<file path="src/rtl/fll_cfg_pkg.sv">
// Shared types and constants for the FLL configuration sequencer.
// Latency: n/a (package only).
// Backpressure: n/a.
package fll_cfg_pkg;

    typedef enum logic [2:0] {
        BOOT_WR1,
        BOOT_WR2,
        LOCK_WAIT,
        RUN,
        SW_XFER
    } state_t;

    localparam logic [1:0]  FLL_ADDR_CFG1  = 2'd1;
    localparam logic [1:0]  FLL_ADDR_CFG2  = 2'd2;

    // Read data returned to software when the FLL never acknowledges.
    localparam logic [31:0] XFER_TMO_RDATA = 32'hDEAD_BEEF;

endpackage

</file>
<file path="src/rtl/fll_cfg_xfer.sv">
// Single-transfer req/ack engine for the FLL config port, with ack timeout.
// Latency: request issued the cycle after start_i; done_o/tmo_o are combinational from the live request.
// Backpressure: start_i is ignored while a request is outstanding; request fields stay frozen until ack or timeout.
//
// Ports: start_i/wrn_i/add_i/data_i launch a transfer; done_o pulses on ack, tmo_o on
// ACK_TIMEOUT request cycles without ack; fll_* drive the FLL config port.
module fll_cfg_xfer #(
    parameter int ACK_TIMEOUT = 64
) (
    input  logic        clk_i,
    input  logic        rstn_i,
    input  logic        start_i,
    input  logic        wrn_i,
    input  logic [1:0]  add_i,
    input  logic [31:0] data_i,
    output logic        done_o,
    output logic        tmo_o,
    output logic        fll_req_o,
    output logic        fll_wrn_o,
    output logic [1:0]  fll_add_o,
    output logic [31:0] fll_data_o,
    input  logic        fll_ack_i
);

    localparam int CW = $clog2(ACK_TIMEOUT + 1);

    logic          req_q,  req_d;
    logic          wrn_q,  wrn_d;
    logic [1:0]    add_q,  add_d;
    logic [31:0]   data_q, data_d;
    logic [CW-1:0] cnt_q,  cnt_d;

    always_comb begin
        req_d  = req_q;
        wrn_d  = wrn_q;
        add_d  = add_q;
        data_d = data_q;
        cnt_d  = cnt_q;
        done_o = req_q & fll_ack_i;
        // cnt_q counts request cycles already spent without ack; this is the last allowed one.
        tmo_o  = req_q & ~fll_ack_i & (cnt_q == CW'(ACK_TIMEOUT - 1));

        if (!req_q) begin
            if (start_i) begin
                req_d  = 1'b1;
                wrn_d  = wrn_i;
                add_d  = add_i;
                data_d = data_i;
                cnt_d  = '0;
            end
        end else if (done_o || tmo_o) begin
            req_d = 1'b0;
        end else if (cnt_q != CW'(ACK_TIMEOUT)) begin
            cnt_d = cnt_q + 1'b1;
        end
    end

    always_ff @(posedge clk_i or negedge rstn_i) begin
        if (!rstn_i) begin
            req_q  <= 1'b0;
            wrn_q  <= 1'b0;
            add_q  <= '0;
            data_q <= '0;
            cnt_q  <= '0;
        end else begin
            req_q  <= req_d;
            wrn_q  <= wrn_d;
            add_q  <= add_d;
            data_q <= data_d;
            cnt_q  <= cnt_d;
        end
    end

    assign fll_req_o  = req_q;
    assign fll_wrn_o  = wrn_q;
    assign fll_add_o  = add_q;
    assign fll_data_o = data_q;

endmodule

</file>
<file path="src/rtl/fll_cfg_ctrl.sv">
// FLL config sequencer: boot writes, lock wait, clock switch, then software access to the FLL config port.
// Latency: 2 cycles per transfer with combinational ack; lock decisions lag fll_lock_i by 2 synchroniser cycles.
// Backpressure: sw_req_i is held off until RUN and is not accepted in the sw_ack_o cycle.
//
// Ports: sw_* is the software requester (req held until one-cycle ack); fll_* is the FLL
// config port; clk_sel_o selects the FLL clock; busy_o/lock_err_o/ack_err_o report status.
module fll_cfg_ctrl
    import fll_cfg_pkg::*;
#(
    parameter logic [31:0] BOOT_CFG1    = 32'h0000_0000,
    parameter logic [31:0] BOOT_CFG2    = 32'h0000_0000,
    parameter int          LOCK_STABLE  = 16,
    parameter int          LOCK_TIMEOUT = 4096,
    parameter int          ACK_TIMEOUT  = 64
) (
    input  logic        clk_i,
    input  logic        rstn_i,
    input  logic        boot_bypass_i,
    input  logic        sw_req_i,
    input  logic        sw_wrn_i,
    input  logic [1:0]  sw_add_i,
    input  logic [31:0] sw_data_i,
    output logic        sw_ack_o,
    output logic [31:0] sw_rdata_o,
    output logic        fll_req_o,
    output logic        fll_wrn_o,
    output logic [1:0]  fll_add_o,
    output logic [31:0] fll_data_o,
    input  logic        fll_ack_i,
    input  logic [31:0] fll_r_data_i,
    input  logic        fll_lock_i,
    output logic        clk_sel_o,
    output logic        busy_o,
    output logic        lock_err_o,
    output logic        ack_err_o
);

    localparam int SW = $clog2(LOCK_STABLE + 1);
    localparam int TW = $clog2(LOCK_TIMEOUT + 1);

    state_t        state_q, state_d;
    logic          first_q;
    logic          lock_s1_q, lock_s_q, lock_prev_q;
    logic          clk_sel_q, clk_sel_d;
    logic          lock_err_q, lock_err_d;
    logic          ack_err_q, ack_err_d;
    logic          sw_ack_q, sw_ack_d;
    logic [31:0]   sw_rdata_q, sw_rdata_d;
    logic [SW-1:0] stable_q, stable_d;
    logic [TW-1:0] lto_q, lto_d;

    logic          xfer_start, xfer_wrn, xfer_done, xfer_tmo;
    logic [1:0]    xfer_add;
    logic [31:0]   xfer_data;

    fll_cfg_xfer #(
        .ACK_TIMEOUT (ACK_TIMEOUT)
    ) u_xfer (
        .clk_i      (clk_i),
        .rstn_i     (rstn_i),
        .start_i    (xfer_start),
        .wrn_i      (xfer_wrn),
        .add_i      (xfer_add),
        .data_i     (xfer_data),
        .done_o     (xfer_done),
        .tmo_o      (xfer_tmo),
        .fll_req_o  (fll_req_o),
        .fll_wrn_o  (fll_wrn_o),
        .fll_add_o  (fll_add_o),
        .fll_data_o (fll_data_o),
        .fll_ack_i  (fll_ack_i)
    );

    always_comb begin
        state_d    = state_q;
        clk_sel_d  = clk_sel_q;
        lock_err_d = lock_err_q;
        ack_err_d  = ack_err_q | xfer_tmo;
        sw_ack_d   = 1'b0;
        sw_rdata_d = sw_rdata_q;
        stable_d   = stable_q;
        lto_d      = lto_q;
        xfer_start = 1'b0;
        xfer_wrn   = 1'b0;
        xfer_add   = FLL_ADDR_CFG1;
        xfer_data  = BOOT_CFG1;

        case (state_q)
            BOOT_WR1: begin
                if (first_q && boot_bypass_i) begin
                    state_d = RUN;
                end else begin
                    // Held high for the whole state; the engine ignores it while busy.
                    xfer_start = 1'b1;
                    if (xfer_done || xfer_tmo) state_d = BOOT_WR2;
                end
            end
            BOOT_WR2: begin
                xfer_start = 1'b1;
                xfer_add   = FLL_ADDR_CFG2;
                xfer_data  = BOOT_CFG2;
                if (xfer_done || xfer_tmo) state_d = LOCK_WAIT;
            end
            LOCK_WAIT: begin
                // Stable lock is tested first so it wins a same-cycle tie with the timeout.
                if (stable_q == SW'(LOCK_STABLE)) begin
                    clk_sel_d = 1'b1;
                    state_d   = RUN;
                end else if (lto_q == TW'(LOCK_TIMEOUT)) begin
                    lock_err_d = 1'b1;
                    state_d    = RUN;
                end else begin
                    stable_d = lock_s_q ? stable_q + 1'b1 : '0;
                    lto_d    = lto_q + 1'b1;
                end
            end
            RUN: begin
                // Launching straight from RUN keeps a held requester at one transfer per 3 cycles.
                if (sw_req_i && !sw_ack_q) begin
                    xfer_start = 1'b1;
                    xfer_wrn   = sw_wrn_i;
                    xfer_add   = sw_add_i;
                    xfer_data  = sw_data_i;
                    state_d    = SW_XFER;
                end
            end
            SW_XFER: begin
                if (xfer_done) begin
                    sw_ack_d   = 1'b1;
                    sw_rdata_d = fll_wrn_o ? fll_r_data_i : 32'h0;
                    state_d    = RUN;
                end else if (xfer_tmo) begin
                    sw_ack_d   = 1'b1;
                    sw_rdata_d = XFER_TMO_RDATA;
                    state_d    = RUN;
                end
            end
            default: state_d = BOOT_WR1;
        endcase

        // Lock loss after the switch falls back to the reference clock for good.
        if (clk_sel_q && lock_prev_q && !lock_s_q) begin
            clk_sel_d  = 1'b0;
            lock_err_d = 1'b1;
        end
    end

    always_ff @(posedge clk_i or negedge rstn_i) begin
        if (!rstn_i) begin
            state_q     <= BOOT_WR1;
            first_q     <= 1'b1;
            lock_s1_q   <= 1'b0;
            lock_s_q    <= 1'b0;
            lock_prev_q <= 1'b0;
            clk_sel_q   <= 1'b0;
            lock_err_q  <= 1'b0;
            ack_err_q   <= 1'b0;
            sw_ack_q    <= 1'b0;
            sw_rdata_q  <= '0;
            stable_q    <= '0;
            lto_q       <= '0;
        end else begin
            state_q     <= state_d;
            first_q     <= 1'b0;
            lock_s1_q   <= fll_lock_i;
            lock_s_q    <= lock_s1_q;
            lock_prev_q <= lock_s_q;
            clk_sel_q   <= clk_sel_d;
            lock_err_q  <= lock_err_d;
            ack_err_q   <= ack_err_d;
            sw_ack_q    <= sw_ack_d;
            sw_rdata_q  <= sw_rdata_d;
            stable_q    <= stable_d;
            lto_q       <= lto_d;
        end
    end

    assign sw_ack_o   = sw_ack_q;
    assign sw_rdata_o = sw_rdata_q;
    assign clk_sel_o  = clk_sel_q;
    assign busy_o     = (state_q != RUN);
    assign lock_err_o = lock_err_q;
    assign ack_err_o  = ack_err_q;

endmodule

</file>
<file path="config.mk">
export PLATFORM = sky130hd
export DESIGN_NAME = fll_cfg_ctrl
export DESIGN_NICKNAME = d
export VERILOG_FILES = /design/src/rtl/fll_cfg_pkg.sv /design/src/rtl/fll_cfg_xfer.sv /design/src/rtl/fll_cfg_ctrl.sv
export SDC_FILE = /design/constraint.sdc
export NUM_CORES = 1
export LEC_CHECK = 0
export CORE_MARGIN = 4
export CORE_UTILIZATION = 62
export CTS_CLUSTER_DIAMETER = 80
export DETAILED_ROUTE_END_ITERATION = 12
export DONT_BUFFER_PORTS = 1
export GPL_TIMING_DRIVEN = 0
export MAX_ROUTING_LAYER = met4
export PLACE_DENSITY = 0.87
export SLEW_MARGIN = 20
export SYNTH_ARGS = -nofsm -noshare
export SYNTH_HDL_FRONTEND = slang
export SYNTH_SLANG_ARGS = --single-unit
</file>
<file path="constraint.sdc">
create_clock -name clk_i -period 2.2 [get_ports clk_i]
set_input_delay 0.22 -clock clk_i [delete_from_list [all_inputs] [get_ports clk_i]]
set_output_delay 0.22 -clock clk_i [all_outputs]
set_load 0.02 [all_outputs]
</file>
==> impl_results.md, run 1 <==
- Area of the placeable core: 6870 µm²
- Most common cell on crit path: o21ai_0
- Cell-by-cell trace of the critical path: buf_4 > inv_1 > ha_1 > or4b_2 > o21ai_0 > nor2_1 > a31oi_1 > o21ai_0
- Multi-input gate area: 1680 µm²
- Switching part of the total: 40.7%
- Number of cells produced by synthesis: 420
- Fraction of synthesized cell area taken by the top area cell type: 58.1%
- Clock sink total: 104
- Total iterations of the first detailed-routing run: 5
- Setup ws final: 0.0698 ns
- Count of port buffers added during placement: 0
- Cell type with the highest aggregate area in the netlist: dfrtp_1
- Clock tree skew after final layout: 0.00801 ns
- Fraction of final layout cells with drive strength greater than 1: 8.58%
- Area delta synth->final: 17.9%
- DIE WIDTH: 92.6 µm
- Combinational group share of total power: 27.8%
- Wire length of the first global-routing pass: 17,100 µm
- Total routed wirelength: 10,700 µm
- Required time of the critical path: 2.42 ns
- Number of levels in the clock H-tree: 3
- Flop pwr share: 53.3%
- CTS tree: done
- Global routing usage summed across all routing layers: 25.9%
- Count of state elements after synthesis: 104
- Crit path DAT: 2.35 ns
- Worst reg2reg setup slack: 0.07 ns
- Commonest cells after routing, fill and taps aside: dfrtp_1 (102), nand2_1 (65), dlygate4sd3_1 (43)
- Worst r2r src: u_xfer.cnt_q[0]
- Die H: 92.6 µm
- Crit path largest cell delay: 0.60 ns
- FF+latch area: 2610 µm²
- Num CTS Buffers: 9
- Number of design-rule violations left by the first detailed-router iteration: 311
- P_leak: 2.44 nW
- HPWL Detailed: 6810 µm
- Std-Cell Rows: 30
- Root buffer cell: clkbuf_8
- Final hold slack: -0.446 ns
- Number of pins exceeding their max-slew limit in the final report: 0
- Dpl ws: -0.183 ns
- Predominant post-synthesis flop cell: dfrtp_1
- Final critical path time including I/O delays and setup: 2.13 ns
- Number of global-route vias before repair: 3,455
- Top area cells in the synthesized netlist: dfrtp_1 (58%), a22o_1 (6.5%), nand2_1 (5.5%)
- Number of antenna violations at the first check in global routing: 0
- Startpoint Class: register
- Violations in the final reports: hold timing
- Share of synthesized area occupied by flip-flops and latches: 58.7%
- Final instance area: 5230 µm²
- Leading cell type in the layout, fill and taps excluded: dfrtp_1
- Count of distinct cell types in the synthesized netlist: 53
- Initial Utilization: 64.6%
- Fin. Hold Viols: 104
- Maximum net fanout on the critical path: 4
- Post-route ant nets: 0
- R2r worst-path depth: 8
- Top-level port count: 146
- Clock group share of total power: 18.9%
- Die Area: 8570 µm²
- Count of max-cap constraint violations: 0
- Register clock-pin slew on the reported worst setup and hold paths: 0.09 ns
- Number of fill cells: 430
- Total internal power: 3.89 mW
- DRC violations left: 0
- Switching Power: 2.67 mW
- Average footprint of a synthesized cell: 10.6 µm²
- Worst setup EP type: register
- Worst min path class: input port to asynchronous set/reset pin
- Clock Latency Late Sink: 0.35 ns
- Post-route clock period utilization: 96.8%
- Wire length per cell after detailed routing: 18.6 µm
- Diodes inserted: 0
- Maximum achievable frequency: 0.469 GHz
- Worst IR Drop VDD: 0.721 mV
- Via density: 6.00
- Final setup violation count: 0
- Overflow left after global routing: 0
- Final design utilization: 76.2%
- Number of enable flip-flop cells after synthesis: 0
- Maximum root-to-sink buffer count: 2
- Power density over the cells: 1250 nW/µm²
- Yosys warning total: 0
- RR Endpoint: u_xfer.cnt_q[2]
- Post-layout total power: 6.56 mW
- Post-synthesis cell area: 4440 µm²
- Largest net degree at the start of global routing: 105
- Cell with the largest stage delay on the worst path: or4b_2
- Overall via count from detail_route: 3,445
- Setup CP Type: register to register
- Post-Place Cell Area: 4560 µm²
- Outcome: complete, but fails checks
- Final layout net count: 553
- Post-synthesis net count: 499
- FFs w/ async S/R, synth: 100%
- RePlAce Congestion: 0.893
-- final cells by class --
| class | count | area share (%) |
|---|---|---|
| tap | 96 | 2.30 |
| clock buffer | 10 | 2.44 |
| buffer | 24 | 2.56 |
| sequential | 104 | 49.8 |
| inverter | 13 | 0.933 |
| timing repair buffer | 44 | 8.37 |
| clock inverter | 5 | 1.58 |
| multi-input combinational | 278 | 32.0 |
-- sequential cells by signal, summed over array words and instances, names as in the netlist, 2 cells and up --
signal and flops:
lto_q 13, stable_q 5, state_q 3, sw_rdata_o 32
u_xfer.cnt_q 7, u_xfer.fll_add_o 2, u_xfer.fll_data_o 32
-- metal layers --
layer  up-vias  track usage [%]  wire, µm  part of all wire, %
li1       1572                -         -                    -
met1      1657             34.3      4370                   41
met2       192             39.0      5040                   47
met3        24             6.26      1020                  9.6
met4         0             10.1       229                  2.1
met5         -                -         0                    0
-- cells in the mapped netlist (4+ instances only) --
master,number
xor2_1,7
nand2_1,65
ha_1,6
nor2b_1,4
a21oi_1,27
xnor2_1,6
nand3_1,23
nor2_1,34
buf_2,4
nor4_1,8
nand4_1,4
o21ai_0,14
inv_1,13
dfrtp_1,103
buf_6,5
clkbuf_1,16
a22o_1,33
-- through the flow --
step                      TNS (ns)  instances
after global placement       -4.92        516
after floorplan                  0        420
after CTS                        0        568
after global routing       -0.0112        574
final                            0        574
after detailed placement     -7.69        516
-- worst max-delay path, delay by kind of cell, from the launching register on --
family | cells | cell delay, ns
simple gates | 2 | 0.66
fa+ha+maj | 1 | 0.15
compound gates | 3 | 0.53
flops | 1 | 0.45
buf+inv | 2 | 0.22
-- how the worst max path moves through the flow --
stage               slack, ns               endpoint             from
finish                   0.07        u_xfer.cnt_q[2]  u_xfer.cnt_q[0]
floorplan                0.19         sw_rdata_o[26]  u_xfer.cnt_q[0]
global placement        -0.14  u_xfer.fll_data_o[29]         sw_ack_o
CTS                      0.05             state_q[1]  u_xfer.cnt_q[0]
detailed placement      -0.18   u_xfer.fll_data_o[0]         sw_ack_o
global route            -0.01          sw_rdata_o[6]  u_xfer.cnt_q[1]
-- power groups by stage --
stage          sequential [mW]  clock (mW)  combinational, mW
5_1_grt                   3.57        1.35               2.04
3_3_place_gp              3.48           0               1.59
3_5_place_dp              3.49           0               1.69
4_1_cts                   3.47        1.27               1.75
2_1_floorplan             3.34           0               1.37
6_report                  3.50        1.24               1.82
-- timing repair --
item	CTS	global route
setup endpoints to repair	70	59
resized for setup	3	8
setup buffers	0	1
hold buffers	38	5
endpoints found under the hold margin	142	109
-- kinds of logic after synthesis --
| group | share of synthesized area (%) |
|---|---|
| mux | 0.226 |
| xor+xnor | 2.57 |
| simple gates | 17.4 |
| buf+inv | 4.17 |
| fa+ha+maj | 1.69 |
| flops | 58.7 |
| other cells | 0.0845 |
| compound gates | 15.2 |
Power figures use the tool's default switching activity.
==> run 2: changes to the inputs <==
==> constraint.sdc (replaced) <==
create_clock -name clk_i -period 2.2 [get_ports clk_i]
set_input_delay 0.33 -clock clk_i [delete_from_list [all_inputs] [get_ports clk_i]]
set_output_delay 0.33 -clock clk_i [all_outputs]
set_load 0.02 [all_outputs]
==> run 2 against run 1 <==
Sequential cell count did not move. Fmax rose by 0.20%. Non-clock buffer count fell by 42. Largest cell class unchanged. Final cell count fell by 7.3%. Sequential share of layout area rose by 4.3 points. Global-route usage fell by 2.7 points. Routed wire length fell by 12%. Highest routed layer unchanged. The run still ends with hold timing left. Clock skew rose by 0.0043 ns. Via count fell by 8.1%. Sequential power barely moved. Utilization fell by 6.1 points. Critical path type unchanged. Combinational power fell by 5%.
==> impl_results.md, run 2 (synthesis gave the netlist of run 1 again) <==
- Required time of the critical path: 2.42 ns
- DRC violations left: 0
- Initial Utilization: 64.6%
- Placed Cells incl. Taps: 516
- Die H: 92.6 µm
- Via density: 5.95
- Number of pins exceeding their max-slew limit in the final report: 0
- P_leak: 2.26 nW
- Std-Cell Rows: 30
- Worst IR Drop VDD: 0.782 mV
- Die Area: 8570 µm²
- Count of max-cap constraint violations: 0
- HPWL Detailed: 6810 µm
- Final layout net count: 511
- Number of fill cells: 507
- Final hold slack: -0.338 ns
- R2r worst-path depth: 8
- Total iterations of the first detailed-routing run: 4
- Total routed wirelength: 9350 µm
- Setup ws final: 0.0742 ns
- RR Endpoint: u_xfer.cnt_q[2]
- Number of antenna violations at the first check in global routing: 0
- Violations in the final reports: hold timing
- Number of design-rule violations left by the first detailed-router iteration: 209
- Accumulated negative setup slack: 0 ns
- Number of hold buffers added after CTS: 1
- Startpoint Class: register
- Post-route ant nets: 0
- Clock sink total: 104
- Fraction of final layout cells with drive strength greater than 1: 9.17%
- Setup CP Type: register to register
- Commonest cells after routing, fill and taps aside: dfrtp_1 (103), nand2_1 (65), nor2_1 (34)
- Clock tree skew after final layout: 0.0123 ns
- DIE WIDTH: 92.6 µm
- Maximum net fanout on the critical path: 4
- Leading cell type in the layout, fill and taps excluded: dfrtp_1
- Worst reg2reg setup slack: 0.07 ns
- Area delta synth->final: 8.43%
- Root buffer cell: clkbuf_8
- Worst min path class: input port to asynchronous set/reset pin
- Global routing usage summed across all routing layers: 23.2%
- Critical path startpoint: u_xfer.cnt_q[0]
- Overflow left after global routing: 0
- Num CTS Buffers: 9
- Overall via count from detail_route: 3,167
- Power density over the cells: 1340 nW/µm²
- Register clock-pin slew on the reported worst setup and hold paths: 0.09 ns
- Outcome: complete, but fails checks
- Wire length per cell after detailed routing: 17.6 µm
- Worst setup EP type: register
- Final setup violation count: 0
- Largest net degree at the start of global routing: 105
- Maximum achievable frequency: 0.470 GHz
- Final critical path time including I/O delays and setup: 2.13 ns
- Maximum root-to-sink buffer count: 2
- Number of cells in the finished layout apart from fillers: 532
- Clock Latency Late Sink: 0.35 ns
- CTS tree: done
- Diodes inserted: 0
- Count of port buffers added during placement: 0
- Post-Place Cell Area: 4560 µm²
- Final design utilization: 70.0%
- Post-layout total power: 6.42 mW
- Final instance area: 4810 µm²
- Area of the placeable core: 6870 µm²
- Post-route clock period utilization: 96.6%
- Number of global-route vias before repair: 3,186
- Top-level port count: 146
- RePlAce Congestion: 0.893
- Wire length of the first global-routing pass: 15,300 µm
- Crit path DAT: 2.35 ns
- Worst r2r src: u_xfer.cnt_q[0]
- Fin. Hold Viols: 104
- Number of levels in the clock H-tree: 3
- Dpl ws: -0.183 ns
run 2: layout make-up:
type / count / area (µm²) / area share, %
flip-flops and latches: 104 / 2600 / 54.1
inverters: 13 / 48.8 / 1.01
multi-input cells: 278 / 1680 / 34.9
clock inverters: 5 / 82.6 / 1.72
plain buffers: 24 / 134 / 2.78
clock buffers: 10 / 128 / 2.65
repair buffers: 2 / 17.5 / 0.364
well taps: 96 / 120 / 2.50
run 2: repair_timing:
action | in CTS | in global routing
resized for setup | 3 | 7
pin swaps | 0 | 0
setup endpoints to repair | 70 | 59
hold endpoints to repair | 105 | 104
buffers inserted | 0 | 1
run 2: metal layers:
layer	vias up	track usage [%]	part of all wire [%]
met5	-	-	0
met4	0	9.03	1.5
met3	10	6.17	8.7
met2	150	34.7	47
met1	1519	30.4	43
li1	1488	-	-
run 2: worst max-delay path by stage:
| stage | end | slack, ns | depth (start not counted) |
|---|---|---|---|
| 2_1_floorplan | sw_rdata_o[26] | 0.19 | 9 |
| 3_3_place_gp | u_xfer.fll_data_o[29] | -0.14 | 6 |
| 3_5_place_dp | u_xfer.fll_data_o[0] | -0.18 | 6 |
| 4_1_cts | state_q[1] | 0.05 | 6 |
| 5_1_grt | u_xfer.cnt_q[0] | -0.01 | 7 |
| 6_report | u_xfer.cnt_q[2] | 0.07 | 8 |
run 2: where the power goes:
part	switching (mW)	total [mW]	internal (mW)
Combinational	0.976	1.72	0.742
Sequential	1.01	3.47	2.46
Clock	0.601	1.24	0.638
run 2: worst max-delay path, stage by stage (launching register included):
cell	delay (ns)
dfrtp_1	0.44
buf_4	0.16
inv_1	0.08
ha_1	0.15
or4b_2	0.60
o21ai_0	0.25
nor2_1	0.06
a31oi_1	0.17
o21ai_0	0.10
==> run 3: changes to the inputs <==
--- a/constraint.sdc
+++ b/constraint.sdc
@@ -3,2 +3,2 @@
 set_output_delay 0.33 -clock clk_i [all_outputs]
-set_load 0.02 [all_outputs]
+set_load 0.05 [all_outputs]
==> run 3 against run 2 <==
The run still ends with hold timing left. First-iteration DRC count grew 7.7%. Worst setup slack gained 0.00086 ns. Combinational power is essentially flat. Die area is the same. Sequential power grew 27%.
==> impl_results.md, run 3 (synthesis gave the netlist of run 1 again) <==
- Maximum achievable frequency: 0.471 GHz
- Final hold slack: -0.339 ns
- Accumulated negative setup slack: 0 ns
- DRC violations left: 0
- Area of the placeable core: 6870 µm²
- Area delta synth->final: 8.49%
- FF+latch area: 2610 µm²
- Pin slew with the least headroom to its limit: 0.529 ns
- Post-route clock period utilization: 96.6%
- Number of design-rule violations left by the first detailed-router iteration: 225
- Number of antenna violations at the first check in global routing: 0
- Via density: 5.93
- Top-level port count: 146
- Setup CP Type: register to register
- Final setup violation count: 0
- Post-layout total power: 7.38 mW
- Wire length of the first global-routing pass: 15,300 µm
- Number of hold buffers added after CTS: 1
- Total iterations of the first detailed-routing run: 5
- Die Area: 8570 µm²
- Largest net degree at the start of global routing: 105
- Initial Utilization: 64.6%
- Multi-input gate area: 1680 µm²
- DIE WIDTH: 92.6 µm
- Required time of the critical path: 2.42 ns
- Count of max-cap constraint violations: 0
- Std-Cell Rows: 30
- Clock sink total: 104
- Outcome: complete, but fails checks
- Worst slew margin: 64.6%
- RePlAce Congestion: 0.893
- Total routed wirelength: 9390 µm
- Final layout net count: 511
- P_leak: 2.26 nW
- Die H: 92.6 µm
- Num CTS Buffers: 9
- Maximum root-to-sink buffer count: 2
- Maximum net fanout on the critical path: 4
- Cell with the largest stage delay on the worst path: or4b_2
- Global routing usage summed across all routing layers: 23.2%
- Crit path DAT: 2.35 ns
- Wire length per cell after detailed routing: 17.7 µm
- Startpoint Class: register
- Number of global-route vias before repair: 3,192
- Leading cell type in the layout, fill and taps excluded: dfrtp_1
- Clock Latency Late Sink: 0.35 ns
- Overall via count from detail_route: 3,155
- R2r worst-path depth: 8
- Number of levels in the clock H-tree: 3
- Register clock-pin slew on the reported worst setup and hold paths: 0.09 ns
- Commonest cells after routing, fill and taps aside: dfrtp_1 (101), nand2_1 (65), nor2_1 (34)
- Worst setup EP type: register
- Clock tree skew after final layout: 0.0118 ns
- Number of pins exceeding their max-slew limit in the final report: 0
- Post-route ant nets: 0
- Final critical path time including I/O delays and setup: 2.12 ns
- Diodes inserted: 0
- Violations in the final reports: hold timing
- Cell-by-cell trace of the critical path: buf_4 > inv_1 > ha_1 > or4b_2 > o21ai_0 > nor2_1 > a31oi_1 > o21ai_0
- Worst IR Drop VDD: 0.998 mV
- HPWL Detailed: 6810 µm
- Number of fill cells: 509
- Most common cell on crit path: o21ai_0
- Root buffer cell: clkbuf_8
- CTS tree: done
- Fraction of final layout cells with drive strength greater than 1: 9.63%
- Overflow left after global routing: 0
- Power density over the cells: 1530 nW/µm²
- Worst min path class: input port to asynchronous set/reset pin
- Count of port buffers added during placement: 0
- Fin. Hold Viols: 104
- Crit path largest cell delay: 0.60 ns
-- run 3: cell count changes in the layout (fill, tap and decap cells not counted) --
| cell | change |
|---|---|
| dfrtp_1 | -2 |
| dfrtp_2 | +2 |
-- run 3: final timing paths --
check                                       from               to  slack [ns]
worst max-delay path             u_xfer.cnt_q[0]  u_xfer.cnt_q[2]        0.08
worst min-delay path                      rstn_i         lto_q[9]       -0.34
worst max register to register   u_xfer.cnt_q[0]  u_xfer.cnt_q[2]        0.08
worst min register to register         lock_s1_q         lock_s_q        0.36
max in group asynchronous                 rstn_i          first_q        2.33
min in group clk_i              fll_r_data_i[22]   sw_rdata_o[22]        0.10
-- run 3: layout make-up --
class                   instances  share of cell area, %
flip-flops and latches        104                   54.1
multi-input cells             278                   34.8
plain buffers                  24                   2.78
clock buffers                  10                   2.65
well taps                      96                   2.50
clock inverters                 5                   1.72
inverters                      13                   1.01
repair buffers                  2                  0.364
-- run 3: timing repair --
item	4_1_cts	5_1_grt
hold endpoints to repair	105	104
resized for setup	5	7
setup buffers	0	1
setup endpoints to repair	71	59
-- run 3: through the flow --
| step | instance area (µm²) | util (%) | instances | worst slack [ns] |
|---|---|---|---|---|
| floorplan | 4440 | - | 420 | 0.190 |
| global placement | 4560 | 66.3 | 516 | -0.293 |
| detailed placement | 4560 | 66.3 | 516 | -0.338 |
| CTS | 4780 | 69.6 | 531 | 0.00370 |
| global route | 4810 | 70.1 | 532 | -0.0115 |
| finish | 4810 | 70.1 | 532 | 0.0750 |
-- run 3: critical path, delay by kind of cell (launching register included) --
kind / cells / cell delay, ns
AOI/OAI and AO/OA: 3 / 0.51
and+or+nand+nor: 2 / 0.66
buffers and inverters: 2 / 0.24
adders and majority gates: 1 / 0.15
DFF: 1 / 0.44
-- run 3: where the power goes --
group,internal [mW],switching [mW],total [mW]
Clock,0.638,0.603,1.24
Sequential,2.44,1.96,4.40
Combinational,0.742,1.00,1.74
Total,3.82,3.57,7.38
-- run 3: per-layer routing --
metal / track usage [%] / vias up / wire, µm
li1: - / 1487 / -
met1: 30.4 / 1510 / 4100
met2: 34.9 / 148 / 4340
met3: 6.17 / 10 / 811
met4: 9.03 / 0 / 141
met5: - / - / 0
